<file path="src/rtl/uart_tx_fifo.sv">
// Memory-mapped buffered UART transmitter: CPU writes are queued in a FIFO and serialised on txd
// with configurable data/stop bits. STATUS exposes empty/full/overflow/busy and the FIFO level.
module uart_tx_fifo #(
  parameter int unsigned CLK_FREQ_HZ = 100000000,
  parameter int unsigned BAUD_RATE   = 1000000,
  parameter int unsigned DATA_BITS   = 8,
  parameter int unsigned STOP_BITS   = 1,
  parameter int unsigned FIFO_DEPTH  = 16
) (
  input  logic        clk,
  input  logic        reset,
  input  logic        io_sel,
  input  logic [1:0]  io_reg,
  input  logic        io_wstrb,
  input  logic        io_rstrb,
  input  logic [31:0] io_wdata,
  output logic [31:0] io_rdata,
  output logic        txd,
  output logic        busy
);

  localparam int unsigned DIV = CLK_FREQ_HZ / BAUD_RATE;
  localparam int unsigned AW  = $clog2(FIFO_DEPTH);
  localparam int unsigned LW  = AW + 1;
  localparam int unsigned CW  = (DIV >= 2) ? $clog2(DIV) : 1;

  localparam logic [CW-1:0] DivM1    = CW'(DIV - 1);
  localparam logic [2:0]    LastData = 3'(DATA_BITS - 1);
  localparam logic [2:0]    LastStop = 3'(STOP_BITS - 1);

  if (DIV < 2 || FIFO_DEPTH < 2 || (FIFO_DEPTH & (FIFO_DEPTH - 1)) != 0 ||
      DATA_BITS < 5 || DATA_BITS > 8 || STOP_BITS < 1 || STOP_BITS > 2) begin : gen_param_check
    $error("uart_tx_fifo: illegal parameter combination");
  end

  typedef enum logic [1:0] {StIdle, StStart, StData, StStop} state_e;

  logic [7:0]    mem_q [FIFO_DEPTH];
  logic [LW-1:0] wptr_q, rptr_q;
  logic [LW-1:0] level;
  logic          empty, full;
  logic          wr_data, wr_ctrl, push, pop, flush;
  logic          ovf_q;
  logic [7:0]    pop_data;
  logic [31:0]   status;

  state_e        state_q;
  logic [CW-1:0] bcnt_q;
  logic [2:0]    bitcnt_q;
  logic [7:0]    shift_q;
  logic          txd_q;
  logic          bit_end;

  assign level    = wptr_q - rptr_q;
  assign empty    = (wptr_q == rptr_q);
  assign full     = ((wptr_q ^ rptr_q) == {1'b1, {AW{1'b0}}});
  assign wr_data  = io_sel && io_wstrb && (io_reg == 2'd0);
  assign wr_ctrl  = io_sel && io_wstrb && (io_reg == 2'd2);
  assign flush    = wr_ctrl && io_wdata[1];
  assign bit_end  = (bcnt_q == '0);
  assign pop_data = mem_q[rptr_q[AW-1:0]];

  // Pop in IDLE, or at the very end of the last stop bit for gapless back-to-back frames.
  assign pop  = !empty && ((state_q == StIdle) ||
                           (state_q == StStop && bit_end && bitcnt_q == LastStop));
  assign push = wr_data && (!full || pop);

  assign busy = !empty || (state_q != StIdle);
  assign txd  = txd_q;

  always_comb begin
    status          = '0;
    status[0]       = empty;
    status[1]       = full;
    status[2]       = ovf_q;
    status[9]       = busy;
    status[16 +: LW] = level;
  end

  always_ff @(posedge clk) begin
    if (push) mem_q[wptr_q[AW-1:0]] <= io_wdata[7:0];
  end

  always_ff @(posedge clk or negedge reset) begin
    if (!reset) begin
      wptr_q   <= '0;
      rptr_q   <= '0;
      ovf_q    <= 1'b0;
      io_rdata <= '0;
    end else begin
      if (push) wptr_q <= wptr_q + 1'b1;
      if (flush)    rptr_q <= wptr_q;
      else if (pop) rptr_q <= rptr_q + 1'b1;
      if (wr_data && !push)              ovf_q <= 1'b1;
      else if (wr_ctrl && io_wdata[0])   ovf_q <= 1'b0;
      if (io_sel && io_rstrb) io_rdata <= (io_reg == 2'd1) ? status : '0;
    end
  end

  always_ff @(posedge clk or negedge reset) begin
    if (!reset) begin
      state_q  <= StIdle;
      txd_q    <= 1'b1;
      bcnt_q   <= '0;
      bitcnt_q <= '0;
      shift_q  <= '0;
    end else begin
      unique case (state_q)
        StIdle: begin
          txd_q <= 1'b1;
          if (pop) begin
            shift_q <= pop_data;
            txd_q   <= 1'b0;
            bcnt_q  <= DivM1;
            state_q <= StStart;
          end
        end
        StStart: begin
          if (bit_end) begin
            txd_q    <= shift_q[0];
            bitcnt_q <= '0;
            bcnt_q   <= DivM1;
            state_q  <= StData;
          end else begin
            bcnt_q <= bcnt_q - 1'b1;
          end
        end
        StData: begin
          if (bit_end) begin
            bcnt_q <= DivM1;
            if (bitcnt_q == LastData) begin
              txd_q    <= 1'b1;
              bitcnt_q <= '0;
              state_q  <= StStop;
            end else begin
              shift_q  <= shift_q >> 1;
              txd_q    <= shift_q[1];
              bitcnt_q <= bitcnt_q + 1'b1;
            end
          end else begin
            bcnt_q <= bcnt_q - 1'b1;
          end
        end
        StStop: begin
          if (bit_end) begin
            bcnt_q <= DivM1;
            if (bitcnt_q == LastStop) begin
              bitcnt_q <= '0;
              if (pop) begin
                shift_q <= pop_data;
                txd_q   <= 1'b0;
                state_q <= StStart;
              end else begin
                state_q <= StIdle;
              end
            end else begin
              bitcnt_q <= bitcnt_q + 1'b1;
            end
          end else begin
            bcnt_q <= bcnt_q - 1'b1;
          end
        end
        default: state_q <= StIdle;
      endcase
    end
  end

endmodule

</file>
<file path="config.mk">
export PLATFORM = sky130hd
export DESIGN_NAME = uart_tx_fifo
export DESIGN_NICKNAME = d
export VERILOG_FILES = /design/src/rtl/uart_tx_fifo.sv
export SDC_FILE = /design/constraint.sdc
export NUM_CORES = 1
export LEC_CHECK = 0
export CAP_MARGIN = 20
export CORE_ASPECT_RATIO = 0.5
export CORE_MARGIN = 5
export CORE_UTILIZATION = 40
export CTS_BUF_LIST = sky130_fd_sc_hd__clkbuf_2
export DETAILED_ROUTE_END_ITERATION = 10
export DONT_BUFFER_PORTS = 1
export HOLD_SLACK_MARGIN = 0.02
export MAX_ROUTING_LAYER = met4
export PLACE_DENSITY = 0.64
export SYNTH_ARGS = -nofsm -noshare
export SYNTH_HDL_FRONTEND = slang
export SYNTH_SLANG_ARGS = --single-unit
</file>
<file path="constraint.sdc">
create_clock -name clk -period 4.04 [get_ports clk]
set_input_delay 0.606 -clock clk [delete_from_list [all_inputs] [get_ports clk]]
set_output_delay 0.606 -clock clk [all_outputs]
set_load 0.02 [all_outputs]
</file>
==> run_summary.xml, run 1 <==
<?xml version="1.0" encoding="UTF-8"?>
<metrics>
  <group name="synthesis">
    <metric name="yosys.area.top_type" unit="">sky130_fd_sc_hd__edfxtp_1</metric>
    <metric name="muxShareOfSynthArea" unit="">0.117</metric>
    <metric name="post_synth_instance_area" unit="sq um">7440</metric>
    <metric name="post_synth_edffs" unit="">128</metric>
    <metric name="synth_seq_area_share" unit="">0.654</metric>
    <metric name="synth_top_flop_cell" unit="">sky130_fd_sc_hd__edfxtp_1</metric>
    <metric name="post_synth_xor_area_fraction" unit="">0.0198</metric>
    <metric name="postSynthRegisterBits" unit="">169</metric>
    <metric name="synthSimpleGateAreaFrac" unit="">0.0651</metric>
    <metric name="synth.area.top_cells" unit="">sky130_fd_sc_hd__edfxtp_1, sky130_fd_sc_hd__dfrtp_1, sky130_fd_sc_hd__mux4_2</metric>
    <metric name="syn_inst" unit="">473</metric>
    <metric name="avgSynthCellArea" unit="sq um">15.7</metric>
    <metric name="share_of_synthesized_cell_area_in_full_adder_half_adder_and_majority_cells" unit="">0.0329</metric>
    <metric name="synthDominantCellAreaShare" unit="">0.516</metric>
    <metric name="combinational_family_with_the_most_area_after_synthesis" unit="">multiplexers</metric>
    <metric name="synth_area_in_compound_gates" unit="">0.0693</metric>
    <metric name="async_flop_share" unit="">0.243</metric>
    <metric name="ys_warn_count" unit="">0</metric>
    <metric name="count_of_cell_types_in_the_netlist" unit="">52</metric>
  </group>
  <group name="detailed_routing">
    <metric name="detailedRoute.firstPassIterationCount" unit="">5</metric>
    <metric name="ant_nets" unit="">0</metric>
    <metric name="routed_via_density" unit="">5.30</metric>
    <metric name="remaining_drcs" unit="">0</metric>
    <metric name="detail_route.wl_per_cell" unit="microns">19.5</metric>
    <metric name="num_vias" unit="">3977</metric>
    <metric name="wl" unit="microns">14600</metric>
    <metric name="drt_iter0_drcs" unit="">263</metric>
  </group>
  <group name="grt">
    <metric name="groute.usage.overall" unit="">0.146</metric>
    <metric name="globalRouteOverflowTotal" unit="">0</metric>
    <metric name="gr-max-usage-layer" unit="">met2</metric>
    <metric name="grt_first_pass_wirelength" unit="microns">23500</metric>
    <metric name="gr-usage-met2" unit="">0.225</metric>
    <metric name="grt_max_degree" unit="">42</metric>
    <metric name="first_global_vias" unit="">3965</metric>
    <metric name="number_of_antenna_violations_at_the_first_check_in_global_routing" unit="">1</metric>
    <metric name="met1_usage" unit="">0.207</metric>
    <metric name="groute.layer.met3.usage" unit="">0.0326</metric>
  </group>
  <group name="critical_path">
    <metric name="worstPathCellList" unit="">inv_1 -&gt; ha_1 -&gt; nand4_1 -&gt; or3_1</metric>
    <metric name="critPathMaxStageDelay" unit="ns">0.61</metric>
    <metric name="timing.critical_path.required" unit="ns">3.43</metric>
    <metric name="timing.setup.critical_path_class" unit="">reg -&gt; out</metric>
    <metric name="startpoint_type" unit="">flip-flop</metric>
    <metric name="timing.critical_path.slowest_stage_cell" unit="">sky130_fd_sc_hd__or3_1</metric>
    <metric name="cp_max_fo" unit="">12</metric>
    <metric name="crit_arrival" unit="ns">2.56</metric>
    <metric name="critical_path.endpoint_type" unit="">output pin</metric>
  </group>
  <group name="clocking">
    <metric name="cts-htree-levels" unit="">4</metric>
    <metric name="clock_insertion_delay_worst_skew" unit="ns">0.73</metric>
    <metric name="clkSlewWorstSetupHoldPaths" unit="ns">0.29</metric>
    <metric name="cts_tree" unit="">yes</metric>
    <metric name="cts_made_buffers" unit="">17</metric>
    <metric name="cts_hold_repair.buffers" unit="">13</metric>
    <metric name="clk_root_buffer_cell" unit="">sky130_fd_sc_hd__clkbuf_2</metric>
    <metric name="max_clock_buf_depth" unit="">2</metric>
    <metric name="postCtsSetupBuffers" unit="">0</metric>
    <metric name="cts.sinks" unit="">169</metric>
    <metric name="cts_resized" unit="">0</metric>
  </group>
  <group name="power">
    <metric name="ir_worst_vdd" unit="uV">300</metric>
    <metric name="power_density" unit="nW/um^2">630</metric>
    <metric name="power.leakage" unit="uW">0.00288</metric>
  </group>
  <group name="sta">
    <metric name="final_hold_viol_count" unit="">0</metric>
    <metric name="setup_viol" unit="">0</metric>
    <metric name="fmax" unit="MHz">316</metric>
    <metric name="setup_skew" unit="ns">0.0559</metric>
    <metric name="tns" unit="ns">0</metric>
    <metric name="ratio_of_final_minimum_period_to_clock_period" unit="">0.784</metric>
    <metric name="slew_headroom" unit="">0.394</metric>
    <metric name="period_needed" unit="ns">3.17</metric>
    <metric name="worst_slew_pin_slew" unit="ns">0.906</metric>
    <metric name="setup_repair_after_global_routing_missed_its_margin" unit="">no</metric>
    <metric name="timing.final.max_slew_violations" unit="">0</metric>
  </group>
  <group name="cells_and_area">
    <metric name="mostFrequentLayoutCell" unit="">sky130_fd_sc_hd__edfxtp_1</metric>
    <metric name="ff_latch_area" unit="sq um">4870</metric>
    <metric name="ant_diodes" unit="">0</metric>
    <metric name="finish.utilization" unit="">0.440</metric>
    <metric name="layout-drive-gt1-share" unit="">0.171</metric>
    <metric name="multiInputGateArea" unit="sq um">2350</metric>
    <metric name="final_cell_mix" unit="">sky130_fd_sc_hd__edfxtp_1, sky130_fd_sc_hd__dfrtp_1, sky130_fd_sc_hd__mux4_2</metric>
    <metric name="area_growth_syn_to_layout" unit="%">8.46</metric>
    <metric name="nets" unit="">555</metric>
    <metric name="num-fill-cells" unit="">1607</metric>
  </group>
  <group name="placed_design">
    <metric name="hpwl" unit="microns">9490</metric>
    <metric name="placement.io_buffers" unit="">0</metric>
    <metric name="globalplace.congestion" unit="">0.783</metric>
  </group>
  <group name="outcome">
    <metric name="run_status" unit="">finished clean</metric>
  </group>
  <group name="floorplanning">
    <metric name="initial_core_util" unit="">0.406</metric>
    <metric name="floorplan.core_area" unit="sq um">18300</metric>
    <metric name="fp.dieW" unit="microns">203</metric>
    <metric name="boundaryPins" unit="">73</metric>
    <metric name="die_h" unit="microns">106</metric>
    <metric name="fp.dieArea" unit="sq um">21600</metric>
    <metric name="rows" unit="">35</metric>
  </group>
  <group name="min_path">
    <metric name="hold_path_class" unit="">in -&gt; reg</metric>
  </group>
  <group name="job">
    <metric name="cap_violations" unit="">0</metric>
  </group>
</metrics>
[area by class of cell]
class                   instances  share of cell area
clock buffers                  17              0.0105
clock inverters                15              0.0237
inverters                      16             0.00744
multi-input cells             271               0.291
flip-flops and latches        169               0.604
well taps                     240              0.0372
repair buffers                 22              0.0267
[synth_stat cells, types with 5 or more instances]
cell	n
sky130_fd_sc_hd__edfxtp_1	128
sky130_fd_sc_hd__a22o_1	5
sky130_fd_sc_hd__buf_4	25
sky130_fd_sc_hd__dfrtp_1	40
sky130_fd_sc_hd__o21ai_0	17
sky130_fd_sc_hd__mux2i_1	16
sky130_fd_sc_hd__buf_2	5
sky130_fd_sc_hd__o221ai_1	6
sky130_fd_sc_hd__nand2_1	23
sky130_fd_sc_hd__mux2_2	11
sky130_fd_sc_hd__nor2_1	18
sky130_fd_sc_hd__inv_1	15
sky130_fd_sc_hd__ha_1	18
sky130_fd_sc_hd__xor2_1	6
sky130_fd_sc_hd__nor3_1	5
sky130_fd_sc_hd__nand3_1	7
sky130_fd_sc_hd__a21oi_1	13
sky130_fd_sc_hd__mux4_2	26
sky130_fd_sc_hd__and2_1	13
sky130_fd_sc_hd__clkbuf_1	6
sky130_fd_sc_hd__nor3b_1	7
sky130_fd_sc_hd__xnor2_1	9
sky130_fd_sc_hd__a2bb2oi_1	6
sky130_fd_sc_hd__a22oi_1	6
[sequential cells by signal, summed over array words and instances (netlist names)]
register	count
wptr_q	5
txd	1
bcnt_q	7
bitcnt_q	3
shift_q	8
ovf_q	1
rptr_q	5
io_rdata	9
state_q	2
mem_q	128
[worst paths after layout]
path,start,endpoint,slack [ns],cells past startpoint
max,rptr_q[3],busy,0.87,4
min,io_reg[1],io_rdata[17],0.15,2
max reg2reg,bcnt_q[0],mem_q[2][6],0.88,7
min reg2reg,shift_q[0],shift_q[0],0.54,1
max in group asynchronous,reset,txd,3.36,2
min in group asynchronous,reset,wptr_q[0],0.35,2
[logic make-up after synthesis]
logic type               count (synthesis)
XOR/XNOR                                16
other                                    1
multiplexers                            53
adder cells (fa/ha/maj)                 19
buffers and inverters                   55
flip-flops                             169
AO/OA/AOI/OAI                           71
AND/OR/NAND/NOR                         89
[per-stage QoR]
| step | total power, uW | cell area (sq um) | setup slack (ns) | cells | hold slack [ns] |
|---|---|---|---|---|---|
| finish | 5090 | 8070 | 0.872 | 750 | 0.155 |
| global route | 5450 | 8070 | 0.598 | 750 | 0.0588 |
| CTS | 5140 | 8070 | 0.831 | 750 | 0.0903 |
| detailed placement | 4190 | 7650 | 0.878 | 705 | 0.313 |
| global placement | 4150 | 7650 | 0.945 | 705 | 0.313 |
| floorplan | 3750 | 7530 | 0.971 | 495 | 0.310 |
[critical path: cells and delay by family (launching register included)]
family / cells / cell delay [ns]
flip-flops: 1 / 0.54
buffers and inverters: 1 / 0.17
AND/OR/NAND/NOR: 2 / 0.80
adder cells (fa/ha/maj): 1 / 0.36
[routing by layer]
metal / wire length (microns) / up-vias / share of wire
met5: 0 / - / 0
met2: 6900 / 84 / 0.47
met1: 6900 / 2069 / 0.47
met4: 99 / 0 / 0.0068
li1: - / 1815 / -
met3: 724 / 9 / 0.050
[power breakdown]
| group | switching, uW | internal [uW] | leakage (uW) |
|---|---|---|---|
| Sequential | 189 | 2050 | 0.00165 |
| Clock | 704 | 219 | 0.000158 |
| Combinational | 1050 | 869 | 0.00106 |
| Total | 1950 | 3140 | 0.00288 |
(Power assumes the default switching activity.)
==> run 2: changes to the inputs <==
clock period = 3 ns   (was 4.04 ns; I/O delays follow)
==> run 2 against run 1 <==
- critical path depth grew 1
- core utilization up 1.0 points
- routed wire length grew 1.2%
- total power increased by 39%
- non-clock buffer count up 15
- first-iteration DRC count is the same
- final area grew 2.3%
==> run_summary.xml, run 2 (synthesis results as in run 1) <==
<?xml version="1.0" encoding="UTF-8"?>
<metrics>
  <group name="sta">
    <metric name="tns" unit="ns">0</metric>
    <metric name="final_hold_viol_count" unit="">0</metric>
    <metric name="slew_headroom" unit="">0.403</metric>
    <metric name="timing.final.max_slew_violations" unit="">0</metric>
    <metric name="setup_repair_after_global_routing_missed_its_margin" unit="">no</metric>
    <metric name="ratio_of_final_minimum_period_to_clock_period" unit="">0.943</metric>
    <metric name="fmax" unit="MHz">354</metric>
    <metric name="setup_skew" unit="ns">0.0513</metric>
    <metric name="period_needed" unit="ns">2.83</metric>
    <metric name="setup_viol" unit="">0</metric>
    <metric name="worst_slew_pin_slew" unit="ns">0.891</metric>
  </group>
  <group name="power">
    <metric name="finalPower" unit="uW">7100</metric>
    <metric name="total_switching_power" unit="uW">2690</metric>
    <metric name="power_frac_comb" unit="">0.385</metric>
    <metric name="p_clk_frac" unit="">0.193</metric>
    <metric name="power_density" unit="nW/um^2">860</metric>
    <metric name="netSwitchingFraction" unit="">0.378</metric>
    <metric name="power.leakage" unit="uW">0.00297</metric>
    <metric name="p_int" unit="uW">4410</metric>
    <metric name="ir_worst_vdd" unit="uV">448</metric>
    <metric name="seq_power_share" unit="">0.422</metric>
  </group>
  <group name="cells_and_area">
    <metric name="final_cell_mix" unit="">sky130_fd_sc_hd__edfxtp_1, sky130_fd_sc_hd__dfrtp_1, sky130_fd_sc_hd__mux4_2</metric>
    <metric name="num-fill-cells" unit="">1600</metric>
    <metric name="nets" unit="">570</metric>
    <metric name="ant_diodes" unit="">0</metric>
    <metric name="area_growth_syn_to_layout" unit="%">10.9</metric>
    <metric name="largest_register_ffs" unit="">128</metric>
    <metric name="layoutNonFillerInstCount" unit="">765</metric>
    <metric name="mostFrequentLayoutCell" unit="">sky130_fd_sc_hd__edfxtp_1</metric>
    <metric name="ff_latch_area" unit="sq um">4870</metric>
    <metric name="multiInputGateArea" unit="sq um">2380</metric>
    <metric name="layout-drive-gt1-share" unit="">0.210</metric>
    <metric name="fin_area" unit="sq um">8260</metric>
  </group>
  <group name="detailed_routing">
    <metric name="detail_route.wl_per_cell" unit="microns">19.3</metric>
    <metric name="ant_nets" unit="">0</metric>
    <metric name="drt_iter0_drcs" unit="">263</metric>
    <metric name="num_vias" unit="">3962</metric>
    <metric name="remaining_drcs" unit="">0</metric>
    <metric name="routed_via_density" unit="">5.18</metric>
    <metric name="wl" unit="microns">14800</metric>
    <metric name="detailedRoute.firstPassIterationCount" unit="">5</metric>
  </group>
  <group name="grt">
    <metric name="number_of_antenna_violations_at_the_first_check_in_global_routing" unit="">1</metric>
    <metric name="globalRouteOverflowTotal" unit="">0</metric>
    <metric name="first_global_vias" unit="">4006</metric>
    <metric name="groute.usage.overall" unit="">0.147</metric>
    <metric name="grt_first_pass_wirelength" unit="microns">23400</metric>
    <metric name="grt_max_degree" unit="">42</metric>
  </group>
  <group name="critical_path">
    <metric name="worstPathBufferInverterCount" unit="">2</metric>
    <metric name="origin_of_the_critical_flop_to_flop_path" unit="">bcnt_q[0]</metric>
    <metric name="cp_max_fo" unit="">11</metric>
    <metric name="worstPathCellList" unit="">inv_1 -&gt; ha_4 -&gt; nand4_1 -&gt; or3_4 -&gt; buf_4</metric>
    <metric name="timing.rr.end" unit="">wptr_q[2]</metric>
    <metric name="r2r.worst_path.cells" unit="">8</metric>
    <metric name="crit_arrival" unit="ns">2.38</metric>
    <metric name="timing.critical_path.required" unit="ns">2.55</metric>
    <metric name="critical_path.endpoint_type" unit="">output pin</metric>
    <metric name="critPathMaxStageDelay" unit="ns">0.50</metric>
    <metric name="timing.setup.critical_path_class" unit="">reg -&gt; out</metric>
    <metric name="startpoint_type" unit="">flip-flop</metric>
    <metric name="timing.critical_path.slowest_stage_cell" unit="">sky130_fd_sc_hd__dfrtp_2</metric>
    <metric name="critical_path.top_delay_family" unit="">simple AND/OR/NAND/NOR gates</metric>
    <metric name="worst-r2r-setup-slack" unit="ns">0.20</metric>
  </group>
  <group name="floorplanning">
    <metric name="fp.dieW" unit="microns">203</metric>
    <metric name="fp.dieArea" unit="sq um">21600</metric>
    <metric name="die_h" unit="microns">106</metric>
    <metric name="initial_core_util" unit="">0.406</metric>
    <metric name="boundaryPins" unit="">73</metric>
    <metric name="rows" unit="">35</metric>
    <metric name="floorplan.core_area" unit="sq um">18300</metric>
  </group>
  <group name="clocking">
    <metric name="cts-htree-levels" unit="">4</metric>
    <metric name="cts.sinks" unit="">169</metric>
    <metric name="max_clock_buf_depth" unit="">2</metric>
    <metric name="cts_made_buffers" unit="">17</metric>
    <metric name="cts_tree" unit="">yes</metric>
    <metric name="clk_root_buffer_cell" unit="">sky130_fd_sc_hd__clkbuf_2</metric>
    <metric name="clock_insertion_delay_worst_skew" unit="ns">0.75</metric>
    <metric name="clkSlewWorstSetupHoldPaths" unit="ns">0.29</metric>
  </group>
  <group name="min_path">
    <metric name="worst_hold_startpoint" unit="">io_rstrb</metric>
    <metric name="whs_path_depth" unit="">3</metric>
    <metric name="hold_path_class" unit="">in -&gt; reg</metric>
    <metric name="hold-path-endpoint" unit="">io_rdata[18]</metric>
  </group>
  <group name="placed_design">
    <metric name="placement.io_buffers" unit="">0</metric>
    <metric name="hpwl" unit="microns">9730</metric>
    <metric name="dp_cells" unit="">717</metric>
    <metric name="place_area" unit="sq um">7740</metric>
    <metric name="globalplace.congestion" unit="">0.782</metric>
  </group>
  <group name="outcome">
    <metric name="run_status" unit="">finished clean</metric>
  </group>
  <group name="job">
    <metric name="cap_violations" unit="">0</metric>
  </group>
</metrics>
==> run 2: layout make-up <==
type | instances | area share
Clock inverter | 15 | 0.0267
Tap cell | 240 | 0.0364
Sequential cell | 169 | 0.590
Multi-Input combinational cell | 271 | 0.289
Inverter | 16 | 0.00727
Clock buffer | 17 | 0.0103
Timing Repair Buffer | 37 | 0.0403
==> run 2: timing repair <==
action                                  CTS  global route
hold endpoints to repair                183             0
pin swaps                                 0             1
buffers inserted                          0             1
endpoints found under the setup margin    1            26
gates resized for setup                   1             9
hold buffers                             15             0
==> run 2: power groups by stage <==
stage                     clock (uW)  sequential [uW]  combinational (uW)
after detailed placement           0             3040                2650
after floorplan                    0             3010                2040
after CTS                       1400             2990                2710
after global routing            1500             3030                3020
final                           1370             3000                2740
after global placement             0             3040                2620
==> run 2: how the worst max path moves through the flow <==
| stage | startpoint | end | slack, ns | depth (start not counted) |
|---|---|---|---|---|
| 2_1_floorplan | rptr_q[2] | mem_q[7][0] | -0.07 | 9 |
| 3_3_place_gp | bcnt_q[0] | mem_q[10][4] | 0.20 | 7 |
| 3_5_place_dp | bcnt_q[0] | mem_q[14][4] | 0.1 | 7 |
| 4_1_cts | wptr_q[0] | busy | 0.04 | 5 |
| 5_1_grt | wptr_q[0] | busy | 0.0003 | 5 |
| 6_report | rptr_q[3] | busy | 0.17 | 5 |
==> run 2: layer usage <==
| layer | global-route usage | routed length [microns] | up-vias |
|---|---|---|---|
| li1 | - | - | 1845 |
| met1 | 0.212 | 6920 | 2017 |
| met2 | 0.220 | 6860 | 96 |
| met3 | 0.0283 | 960 | 4 |
| met4 | 0.0290 | 57 | 0 |
| met5 | - | 0 | - |
==> run 2: metrics by stage <==
step,setup WS [ns],util,hold slack [ns]
finish,0.171,0.450,0.0874
CTS,0.0354,0.448,0.0230
global placement,0.200,0.422,0.158
detailed placement,0.0987,0.422,0.158
floorplan,-0.0692,-,0.154
global route,0.000332,0.450,0.0527
==> run 2: tightest hold or removal path, stage by stage <==
cell                      delay (ns)
sky130_fd_sc_hd__nand2_1        0.18
sky130_fd_sc_hd__nand2_1        0.12
sky130_fd_sc_hd__o21ai_0        0.07
==> run 3: changes to the inputs <==
PLACE_DENSITY = 0.51   (was 0.64)
==> run 3 against run 2 <==
- clock-buffer cell count unchanged
- via count rose by 0.18%
- sequential share of layout area grew 0.099 points
- first-iteration DRC count rose by 13%
- critical path type is now reg -> reg
- highest routed layer unchanged
==> run_summary.xml, run 3 (synthesis results as in run 1) <==
<?xml version="1.0" encoding="UTF-8"?>
<metrics>
  <group name="placed_design">
    <metric name="globalplace.congestion" unit="">0.741</metric>
    <metric name="hpwl" unit="microns">10400</metric>
    <metric name="place_area" unit="sq um">7780</metric>
    <metric name="placement.io_buffers" unit="">0</metric>
    <metric name="place_ws" unit="ns">0.186</metric>
  </group>
  <group name="critical_path">
    <metric name="timing.critical_path.required" unit="ns">3.44</metric>
    <metric name="timing.setup.critical_path_class" unit="">reg -&gt; reg</metric>
    <metric name="critical_path.top_delay_family" unit="">compound AO/OA/AOI/OAI gates</metric>
    <metric name="r2r.worst_path.cells" unit="">9</metric>
    <metric name="origin_of_the_critical_flop_to_flop_path" unit="">bcnt_q[0]</metric>
    <metric name="worstSetupStartpoint" unit="">bcnt_q[0]</metric>
    <metric name="critical_path.endpoint" unit="">mem_q[12][1]</metric>
    <metric name="cp_max_fo" unit="">8</metric>
    <metric name="worstPathBufferInverterCount" unit="">3</metric>
    <metric name="startpoint_type" unit="">flip-flop</metric>
    <metric name="worstSetupPathDepth" unit="">9</metric>
    <metric name="crit_arrival" unit="ns">3.21</metric>
    <metric name="timing.rr.end" unit="">mem_q[12][1]</metric>
    <metric name="critPathMaxStageDelay" unit="ns">0.56</metric>
    <metric name="timing.critical_path.slowest_stage_cell" unit="">sky130_fd_sc_hd__a2111oi_4</metric>
    <metric name="worst-r2r-setup-slack" unit="ns">0.23</metric>
    <metric name="cp_common_cell" unit="">sky130_fd_sc_hd__buf_4</metric>
    <metric name="worstPathCellList" unit="">inv_1 -&gt; ha_1 -&gt; nor4b_4 -&gt; a31oi_4 -&gt; a2111oi_4 -&gt; buf_4 -&gt; and3_1 -&gt; and2_1 -&gt; buf_4</metric>
    <metric name="critical_path.endpoint_type" unit="">flip-flop</metric>
  </group>
  <group name="floorplanning">
    <metric name="initial_core_util" unit="">0.406</metric>
    <metric name="rows" unit="">35</metric>
    <metric name="fp.dieW" unit="microns">203</metric>
    <metric name="floorplan.core_area" unit="sq um">18300</metric>
    <metric name="die_h" unit="microns">106</metric>
    <metric name="boundaryPins" unit="">73</metric>
    <metric name="fp.dieArea" unit="sq um">21600</metric>
  </group>
  <group name="sta">
    <metric name="slew_headroom" unit="">0.370</metric>
    <metric name="worst_slew_pin_slew" unit="ns">0.941</metric>
    <metric name="setup_skew" unit="ns">0.0500</metric>
    <metric name="timing.final.max_slew_violations" unit="">0</metric>
    <metric name="finalWorstSetupSlack" unit="ns">0.227</metric>
    <metric name="tns" unit="ns">0</metric>
    <metric name="final_hold_viol_count" unit="">0</metric>
    <metric name="setup_viol" unit="">0</metric>
    <metric name="period_needed" unit="ns">2.77</metric>
    <metric name="fmax" unit="MHz">361</metric>
    <metric name="ratio_of_final_minimum_period_to_clock_period" unit="">0.924</metric>
  </group>
  <group name="clocking">
    <metric name="clkSlewWorstSetupHoldPaths" unit="ns">0.26</metric>
    <metric name="cts-htree-levels" unit="">4</metric>
    <metric name="cts.sinks" unit="">169</metric>
    <metric name="max_clock_buf_depth" unit="">2</metric>
    <metric name="cts_tree" unit="">yes</metric>
    <metric name="clock_insertion_delay_worst_skew" unit="ns">0.72</metric>
    <metric name="cts_made_buffers" unit="">17</metric>
    <metric name="clk_root_buffer_cell" unit="">sky130_fd_sc_hd__clkbuf_2</metric>
  </group>
  <group name="power">
    <metric name="power.leakage" unit="uW">0.00297</metric>
    <metric name="power_density" unit="nW/um^2">859</metric>
    <metric name="ir_worst_vdd" unit="uV">320</metric>
  </group>
  <group name="min_path">
    <metric name="worst_hold_startpoint" unit="">io_sel</metric>
    <metric name="hold_path_class" unit="">in -&gt; reg</metric>
  </group>
  <group name="grt">
    <metric name="number_of_antenna_violations_at_the_first_check_in_global_routing" unit="">3</metric>
    <metric name="first_global_vias" unit="">4068</metric>
    <metric name="globalRouteOverflowTotal" unit="">0</metric>
    <metric name="groute.usage.overall" unit="">0.161</metric>
    <metric name="grt_max_degree" unit="">42</metric>
    <metric name="grt_first_pass_wirelength" unit="microns">25100</metric>
  </group>
  <group name="cells_and_area">
    <metric name="num-fill-cells" unit="">1591</metric>
    <metric name="area_growth_syn_to_layout" unit="%">10.7</metric>
    <metric name="layout-drive-gt1-share" unit="">0.203</metric>
    <metric name="nets" unit="">576</metric>
    <metric name="finish.utilization" unit="">0.449</metric>
    <metric name="largest_register_ffs" unit="">128</metric>
    <metric name="final_cell_mix" unit="">sky130_fd_sc_hd__edfxtp_1, sky130_fd_sc_hd__dfrtp_1, sky130_fd_sc_hd__buf_4</metric>
    <metric name="ff_latch_area" unit="sq um">4870</metric>
    <metric name="fin_area" unit="sq um">8240</metric>
    <metric name="multiInputGateArea" unit="sq um">2360</metric>
    <metric name="mostFrequentLayoutCell" unit="">sky130_fd_sc_hd__edfxtp_1</metric>
  </group>
  <group name="detailed_routing">
    <metric name="detailedRoute.firstPassIterationCount" unit="">4</metric>
    <metric name="num_vias" unit="">3969</metric>
    <metric name="routed_via_density" unit="">5.12</metric>
    <metric name="remaining_drcs" unit="">0</metric>
    <metric name="ant_nets" unit="">0</metric>
    <metric name="detail_route.wl_per_cell" unit="microns">20.6</metric>
    <metric name="drt_iter0_drcs" unit="">297</metric>
    <metric name="wl" unit="microns">15900</metric>
  </group>
  <group name="outcome">
    <metric name="run_status" unit="">finished clean</metric>
  </group>
  <group name="job">
    <metric name="cap_violations" unit="">0</metric>
  </group>
</metrics>
## run 3: cell count changes in the layout (fill, tap and decap cells not counted), moves of 2 or more
cell,before,now
sky130_fd_sc_hd__clkinvlp_4,0,2
sky130_fd_sc_hd__and2_2,5,0
sky130_fd_sc_hd__and2_1,8,13
sky130_fd_sc_hd__buf_4,22,28
sky130_fd_sc_hd__inv_6,2,5
sky130_fd_sc_hd__diode_2,0,4
sky130_fd_sc_hd__clkinv_8,7,2
## run 3: layout make-up
cell class,instances,area share
flip-flops and latches,169,0.591
clock buffers,17,0.0103
repair buffers,43,0.0458
inverters,16,0.00729
clock inverters,15,0.0213
diodes,4,0.00121
well taps,240,0.0364
multi-input cells,271,0.286
## run 3: worst min path at each step
stage | endpoint | slack (ns) | depth (start not counted)
after global routing | io_rdata[19] | 0.06 | 3
final | io_rdata[18] | 0.13 | 3
after CTS | io_rdata[1] | 0.04 | 2
after global placement | wptr_q[2] | 0.16 | 0
after detailed placement | wptr_q[2] | 0.16 | 0
after floorplan | bcnt_q[0] | 0.15 | 0
## run 3: worst reg2reg max path, cell delays in order (launching register included)
cell and delay [ns]:
sky130_fd_sc_hd__dfrtp_1 0.47, sky130_fd_sc_hd__inv_1 0.07, sky130_fd_sc_hd__ha_1 0.20, sky130_fd_sc_hd__nor4b_4 0.32, sky130_fd_sc_hd__a31oi_4 0.17, sky130_fd_sc_hd__a2111oi_4 0.57, sky130_fd_sc_hd__buf_4 0.23, sky130_fd_sc_hd__and3_1 0.19
sky130_fd_sc_hd__and2_1 0.13, sky130_fd_sc_hd__buf_4 0.19
## run 3: per-layer routing
layer  up-vias  GRT usage  wire (microns)  part of all wire
li1       1869          -               -                 -
met5         -          -               0                 0
met4         0     0.0310             102            0.0064
met1      2016      0.233            7940              0.50
met2        74      0.228            6970              0.44
met3        10     0.0479             919             0.058
## run 3: per-stage QoR
| step | hold slack, ns | total power [uW] | cells |
|---|---|---|---|
| 6_report | 0.126 | 7080 | 775 |
| 3_3_place_gp | 0.157 | 5780 | 723 |
| 2_1_floorplan | 0.154 | 5050 | 495 |
| 5_1_grt | 0.0562 | 7590 | 775 |
| 4_1_cts | 0.0354 | 7130 | 769 |
| 3_5_place_dp | 0.157 | 5800 | 723 |
## run 3: power by group
part	internal [uW]	switching, uW
Clock	353	918
Sequential	2770	216
Combinational	1270	1550
Total	4390	2680
## run 3: timing repair
action / CTS / global route
hold endpoints to repair: 183 / 1
setup endpoints to repair: 0 / 1
hold buffers: 14 / 1
setup buffers: 0 / 1
resized for setup: 0 / 2
